$ cat config.mk
export PLATFORM = sky130hd
export DESIGN_NAME = ri5cy_to_ahb
export DESIGN_NICKNAME = d
export VERILOG_FILES = /design/src/rtl/ri5cy_ahb_pkg.sv /design/src/rtl/ri5cy_be_decode.sv /design/src/rtl/ri5cy_to_ahb.sv
export SDC_FILE = /design/constraint.sdc
export NUM_CORES = 1
export LEC_CHECK = 0
export BUFFER_PORTS_ARGS = -buffer_cell sky130_fd_sc_hd__buf_4
export CORE_MARGIN = 4
export CORE_UTILIZATION = 35
export DETAILED_ROUTE_END_ITERATION = 10
export PLACE_DENSITY = 0.85
export SLEW_MARGIN = 0
export SYNTH_ARGS = -nofsm -noshare
export SYNTH_HDL_FRONTEND = slang
export SYNTH_SLANG_ARGS = --single-unit
export TNS_END_PERCENT = 20
$ cat constraint.sdc
create_clock -name clk -period 4.8 [get_ports clk]
set_clock_uncertainty 0.2 [all_clocks]
set_input_delay 0.48 -clock clk [delete_from_list [all_inputs] [get_ports clk]]
set_output_delay 0.48 -clock clk [all_outputs]
set_load 0.005 [all_outputs]
$ cat src/rtl/ri5cy_ahb_pkg.sv
// rtl/ri5cy_ahb_pkg.sv - AHB-Lite codes and bridge state type shared by the RI5CY bridge
package ri5cy_ahb_pkg;

    localparam logic [1:0] HTRANS_IDLE   = 2'b00;
    localparam logic [1:0] HTRANS_BUSY   = 2'b01;
    localparam logic [1:0] HTRANS_NONSEQ = 2'b10;
    localparam logic [1:0] HTRANS_SEQ    = 2'b11;

    localparam logic [2:0] HSIZE_BYTE     = 3'b000;
    localparam logic [2:0] HSIZE_HALFWORD = 3'b001;
    localparam logic [2:0] HSIZE_WORD     = 3'b010;

    localparam logic [2:0] HBURST_SINGLE = 3'b000;

    typedef enum logic [1:0] {
        ST_IDLE = 2'b00,
        ST_DATA = 2'b01,
        ST_ERR  = 2'b10
    } state_e;

endpackage

$ cat src/rtl/ri5cy_be_decode.sv
// rtl/ri5cy_be_decode.sv - byte-enable to hsize/address-offset decode with legality flag
module ri5cy_be_decode
    import ri5cy_ahb_pkg::*;
(
    input  logic [3:0] be_i,
    output logic [2:0] hsize_o,
    output logic [1:0] offset_o,
    output logic       legal_o
);

    // Only naturally aligned byte, halfword and word patterns map onto one AHB transfer
    always_comb begin
        hsize_o  = HSIZE_BYTE;
        offset_o = 2'b00;
        legal_o  = 1'b0;
        case (be_i)
            4'b1111: begin hsize_o = HSIZE_WORD;     offset_o = 2'b00; legal_o = 1'b1; end
            4'b0011: begin hsize_o = HSIZE_HALFWORD; offset_o = 2'b00; legal_o = 1'b1; end
            4'b1100: begin hsize_o = HSIZE_HALFWORD; offset_o = 2'b10; legal_o = 1'b1; end
            4'b0001: begin hsize_o = HSIZE_BYTE;     offset_o = 2'b00; legal_o = 1'b1; end
            4'b0010: begin hsize_o = HSIZE_BYTE;     offset_o = 2'b01; legal_o = 1'b1; end
            4'b0100: begin hsize_o = HSIZE_BYTE;     offset_o = 2'b10; legal_o = 1'b1; end
            4'b1000: begin hsize_o = HSIZE_BYTE;     offset_o = 2'b11; legal_o = 1'b1; end
            default: begin hsize_o = HSIZE_BYTE;     offset_o = 2'b00; legal_o = 1'b0; end
        endcase
    end

endmodule

$ cat src/rtl/ri5cy_to_ahb.sv
// rtl/ri5cy_to_ahb.sv - RI5CY req/gnt/rvalid data port to AHB-Lite single-transfer master
module ri5cy_to_ahb
    import ri5cy_ahb_pkg::*;
#(
    parameter int         AHB_ADDR_WIDTH = 32,
    parameter int         AHB_DATA_WIDTH = 32,
    parameter logic [3:0] HPROT_VAL      = 4'b0001
) (
    input  logic                      clk,
    input  logic                      rst,
    input  logic                      data_req_i,
    output logic                      data_gnt_o,
    input  logic                      data_we_i,
    input  logic [3:0]                data_be_i,
    input  logic [AHB_ADDR_WIDTH-1:0] data_addr_i,
    input  logic [AHB_DATA_WIDTH-1:0] data_wdata_i,
    output logic                      data_rvalid_o,
    output logic [AHB_DATA_WIDTH-1:0] data_rdata_o,
    output logic                      data_err_o,
    output logic [AHB_ADDR_WIDTH-1:0] haddr_o,
    output logic [1:0]                htrans_o,
    output logic                      hwrite_o,
    output logic [2:0]                hsize_o,
    output logic [2:0]                hburst_o,
    output logic [3:0]                hprot_o,
    output logic                      hmastlock_o,
    output logic [AHB_DATA_WIDTH-1:0] hwdata_o,
    input  logic [AHB_DATA_WIDTH-1:0] hrdata_i,
    input  logic                      hready_i,
    input  logic                      hresp_i
);

    localparam logic [AHB_ADDR_WIDTH-1:0] WORD_MASK = {{(AHB_ADDR_WIDTH-2){1'b1}}, 2'b00};

    state_e                    state_q, state_d;
    logic [AHB_DATA_WIDTH-1:0] wdata_q, wdata_d;
    logic [1:0]                be_offset;
    logic                      be_legal;
    logic                      legal_req;

    ri5cy_be_decode u_be_decode (
        .be_i     (data_be_i),
        .hsize_o  (hsize_o),
        .offset_o (be_offset),
        .legal_o  (be_legal)
    );

    assign legal_req    = data_req_i && be_legal;
    assign haddr_o      = (data_addr_i & WORD_MASK) | {{(AHB_ADDR_WIDTH-2){1'b0}}, be_offset};
    assign hwrite_o     = data_we_i;
    assign hburst_o     = HBURST_SINGLE;
    assign hprot_o      = HPROT_VAL;
    assign hmastlock_o  = 1'b0;
    assign hwdata_o     = wdata_q;
    assign data_rdata_o = hrdata_i;

    // Next state, handshakes and htrans; at most one data phase is outstanding at a time
    always_comb begin
        state_d       = state_q;
        wdata_d       = wdata_q;
        data_gnt_o    = 1'b0;
        data_rvalid_o = 1'b0;
        data_err_o    = 1'b0;
        htrans_o      = HTRANS_IDLE;
        case (state_q)
            ST_IDLE: begin
                if (legal_req) begin
                    htrans_o   = HTRANS_NONSEQ;
                    data_gnt_o = hready_i;
                    if (hready_i) state_d = ST_DATA;
                end else if (data_req_i) begin
                    // Illegal byte enables are answered locally, never reaching the bus
                    data_gnt_o = 1'b1;
                    state_d    = ST_ERR;
                end
            end
            ST_DATA: begin
                if (hresp_i) begin
                    // Both error cycles suppress a new address phase
                    if (hready_i) begin
                        data_rvalid_o = 1'b1;
                        data_err_o    = 1'b1;
                        state_d       = ST_IDLE;
                    end
                end else if (!hready_i) begin
                    if (legal_req) htrans_o = HTRANS_NONSEQ;
                end else begin
                    data_rvalid_o = 1'b1;
                    if (legal_req) begin
                        htrans_o   = HTRANS_NONSEQ;
                        data_gnt_o = 1'b1;
                    end else begin
                        state_d = ST_IDLE;
                    end
                end
            end
            ST_ERR: begin
                data_rvalid_o = 1'b1;
                data_err_o    = 1'b1;
                state_d       = ST_IDLE;
            end
            default: state_d = ST_IDLE;
        endcase
        if (data_gnt_o && data_we_i) wdata_d = data_wdata_i;
        if (rst) begin
            data_gnt_o    = 1'b0;
            data_rvalid_o = 1'b0;
            data_err_o    = 1'b0;
            htrans_o      = HTRANS_IDLE;
        end
    end

    // State and write-data registers with synchronous reset
    always_ff @(posedge clk) begin
        if (rst) begin
            state_q <= ST_IDLE;
            wdata_q <= '0;
        end else begin
            state_q <= state_d;
            wdata_q <= wdata_d;
        end
    end

endmodule

==> impl_results.md <==
* Die ar. at a little over 0.008 sq mm
* Complex-gate fraction of the synthesized area at ~4.5%
* Fin crit share at between 50% and 60%
* Kind of critical path: reg -> reg
* Max Root-Sink Buffers at 2
* Layout cells sized above 1 at a little over a third
* Delay-heaviest family, CP: compound AO/OA/AOI/OAI gates
* WL final at slightly below 5000 um
* Number of synthesized flops with an enable pin at 0
* Clock sinks at 34
* Post-synthesis xor/xnor area fraction at 0.373%
* Post-synthesis simple-gate area fraction at a little over a fifth
* Routability cong. at around 0.87
* Number of nets with antenna violations after routing at 0
* First-pass GRT wire length at between 7000 and 8000 um
* Distinct cell type count after synthesis at 33
* Seq/Total Area, Yosys at around 29%
* Initial antenna violation count at 0
* Initial Util at 36.5%
* DP HPWL at between 3000 and 4000 um
* Final Slew Violations at 0
* Largest net degree at the start of global routing at 70
* Largest family of logic cells by synthesized area: buffers and inverters
* Syn avg cell area at roughly 9 sq um
* Syn Std Cell Area at about 0.0023 sq mm
* Vias in the first global route at between 1500 and 2000
* Utilization after layout at between 30% and 40%
* Rel. slew slack at 27.0%
* FFs w/ async S/R, synth at 0%
* Actual transition at the worst max-transition pin at approximately 1100 ps
* Remaining DRCs at 0
* Synth top area share at 29.0%
* Cell taking the most area after synthesis: dfxtp_1
* TritonCTS Buffers at 5
* Via count at between 1500 and 2000
* CP peak stage delay at roughly 960 ps
* Synth Flop Type: dfxtp_1
* Worst skew pair latency at between 200 and 300 ps
* Die Y at roughly 90 um
* Post-synth top cells: buf_4, nand2b_1, dfxtp_1, mux2i_1
* CTS tree: yes
* CTS root buf: clkbuf_8
* Adder and majority gate portion of the synthesized area at ~1.6%
* Max_cap viols at 0
* Dpl cells at around 340
* Reg2reg end: hwdata_o[11]$_SDFFE_PP0P_
* GRT overflow at 0
* Hold path start: data_wdata_i[6]
* H-tree depth at 2
* Slowest stage cell, crit path: o221a_2
* Yosys reg bits at 34
* Peak supply drop at 0.0938 mV
* Synth Instances at 260
* FF-to-FF path depth at 7
* Overall Global Routing Usage at a little under an eighth
* Post-layout minimum cycle time at between 2000 and 3000 ps
* Area delta synth->final at 8.80%
* PortBufs at between 80 and 90
* CP cell instances: inv_1 -> ha_1 -> inv_1 -> nor2_1 -> a21boi_1 -> o221a_2 -> mux2i_1
* Min-delay worst type: in -> reg
* Setup-failing EPs final at 0
* CP Max Fanout at 32
* Vias per Instance at ~4.5
* Yosys warns at 0
* Worst reg2reg setup slack at roughly 2200 ps
* DRT iter0 DRCs at 31
* Crit path buffers/inverters at 2
* Fmax at approximately 0.38 GHz
* CP arrival at roughly 2600 ps
* Core ar. at between 0.006 and 0.007 sq mm
* Lkg Pwr at between 1 and 1.5 nW
* Chip width at between 80 and 90 um
* CP Launch Type: flip-flop
* Row cnt at 29
* Post-CTS setup buffers at 0
* Outcome: completed
* Mux cell area share after synthesis at around 14%
* CP most frequent cell: inv_1
* Hold Crit Endpoint: hwdata_o[6]$_SDFFE_PP0P_
* Hold path depth at 3
* Worst-path clk slew at roughly 70 ps
* Final Non-Filler Cells at 351
* Setup Total Neg Slack at 0 ps
* RSZ-0062 raised after global routing: false
* Cts repair resizes at 0
* Pwr dens at between 200 and 300 mW/mm^2
* Ant. Diodes at 0
* I/O pin total at approximately 220
* WP data required at between 4000 and 5000 ps
* Final hold vios at 0
* Nets@finish at 382
* Per-cell routed wire length at roughly 14 um
* Largest cells by area after synthesis: dfxtp_1, buf_4, nand2b_1
* DRT Pass-1 Iters at 4
* Crit. End Element: flip-flop
* Worst flop-to-flop path startpoint: state_q[1]$_SDFFE_PP0P_
* CTS hold repair buffers at 0
* Most frequent cell after synthesis: buf_4
## placed cells by master (no fill, tap or decap), drive strengths merged
master / synthesis / final
nand3b: 1 / 1
nor3: 2 / 2
conb: 2 / 10
o2111ai: 1 / 1
nand3: 1 / 1
nor4: 2 / 2
nor3b: 1 / 1
o21a: 1 / 1
and4: 1 / 1
a21boi: 1 / 1
dfxtp: 34 / 34
o211ai: 4 / 4
and2: 2 / 2
a21oi: 3 / 3
ha: 3 / 3
mux2i: 33 / 33
xnor2: 1 / 1
nand2: 1 / 1
nor2: 8 / 8
o221a: 1 / 1
a31o: 1 / 1
nand2b: 64 / 64
clkbuf: 7 / 8
buf: 77 / 82
and3: 1 / 1
inv: 5 / 5
a211oi: 1 / 1
o21ai: 1 / 1
## worst min-delay path: stages
cell,delay [ps]
buf_4,110
nand2b_1,50
mux2i_1,60
## flip-flops by register name, indices dropped and copies added (netlist names)
signal and flops:
hwdata_o 32, state_q 2
## layer usage
layer  GRT usage [%]  vias up  share of wire [%]
met3            5.01       26                9.6
met1            11.5      692                 37
li1                -      781                  -
met2            20.9       94                 51
met5               0        -                  0
met4            5.74        0                3.1
## how the worst max path moves through the flow
stage / slack, ps / end / start / depth (start not counted)
2_1_floorplan: 2750 / hwdata_o[0]$_SDFFE_PP0P_ / data_be_i[2] / 7
4_1_cts: 2120 / hwdata_o[15]$_SDFFE_PP0P_ / state_q[1]$_SDFFE_PP0P_ / 7
6_report: 2150 / hwdata_o[11]$_SDFFE_PP0P_ / state_q[1]$_SDFFE_PP0P_ / 7
5_1_grt: 1910 / hwdata_o[10]$_SDFFE_PP0P_ / state_q[1]$_SDFFE_PP0P_ / 7
3_5_place_dp: 1850 / hwdata_o[7]$_SDFFE_PP0P_ / data_be_i[2] / 6
3_3_place_gp: 1930 / hwdata_o[14]$_SDFFE_PP0P_ / data_be_i[2] / 6
## where the power goes
group	total (mW)	internal [mW]	switching [mW]	leakage, nW
Clock	0.245	0.145	0.0998	0.0575
Sequential	0.306	0.298	0.00812	0.277
Combinational	0.132	0.0763	0.0557	0.778
Total	0.683	0.519	0.164	1.11
## cell families after synthesis
| group | count (synthesis) |
|---|---|
| buf+inv | 89 |
| simple gates | 84 |
| flops | 34 |
| mux | 33 |
| compound gates | 14 |
| fa+ha+maj | 3 |
| other cells | 2 |
| xor+xnor | 1 |
## cell type report
| class | count | area [sq um] |
|---|---|---|
| Clock buffer | 8 | 110 |
| Fill cell | 648 | 3870 |
| Inverter | 5 | 18.8 |
| Multi-Input combinational cell | 145 | 1030 |
| Sequential cell | 34 | 681 |
| Tap cell | 77 | 96.3 |
| Timing Repair Buffer | 82 | 616 |
## through the flow
stage | total power, mW | area (sq um) | worst slack [ps] | hold slack, ps
6_report | 0.683 | 2550 | 2150 | 267
4_1_cts | 0.699 | 2550 | 2120 | 252
2_1_floorplan | 0.435 | 2380 | 2750 | 265
3_5_place_dp | 0.447 | 2440 | 1850 | 263
3_3_place_gp | 0.442 | 2440 | 1930 | 259
5_1_grt | 0.721 | 2550 | 1910 | 265
No activity file was read; power rests on OpenSTA's default activity.
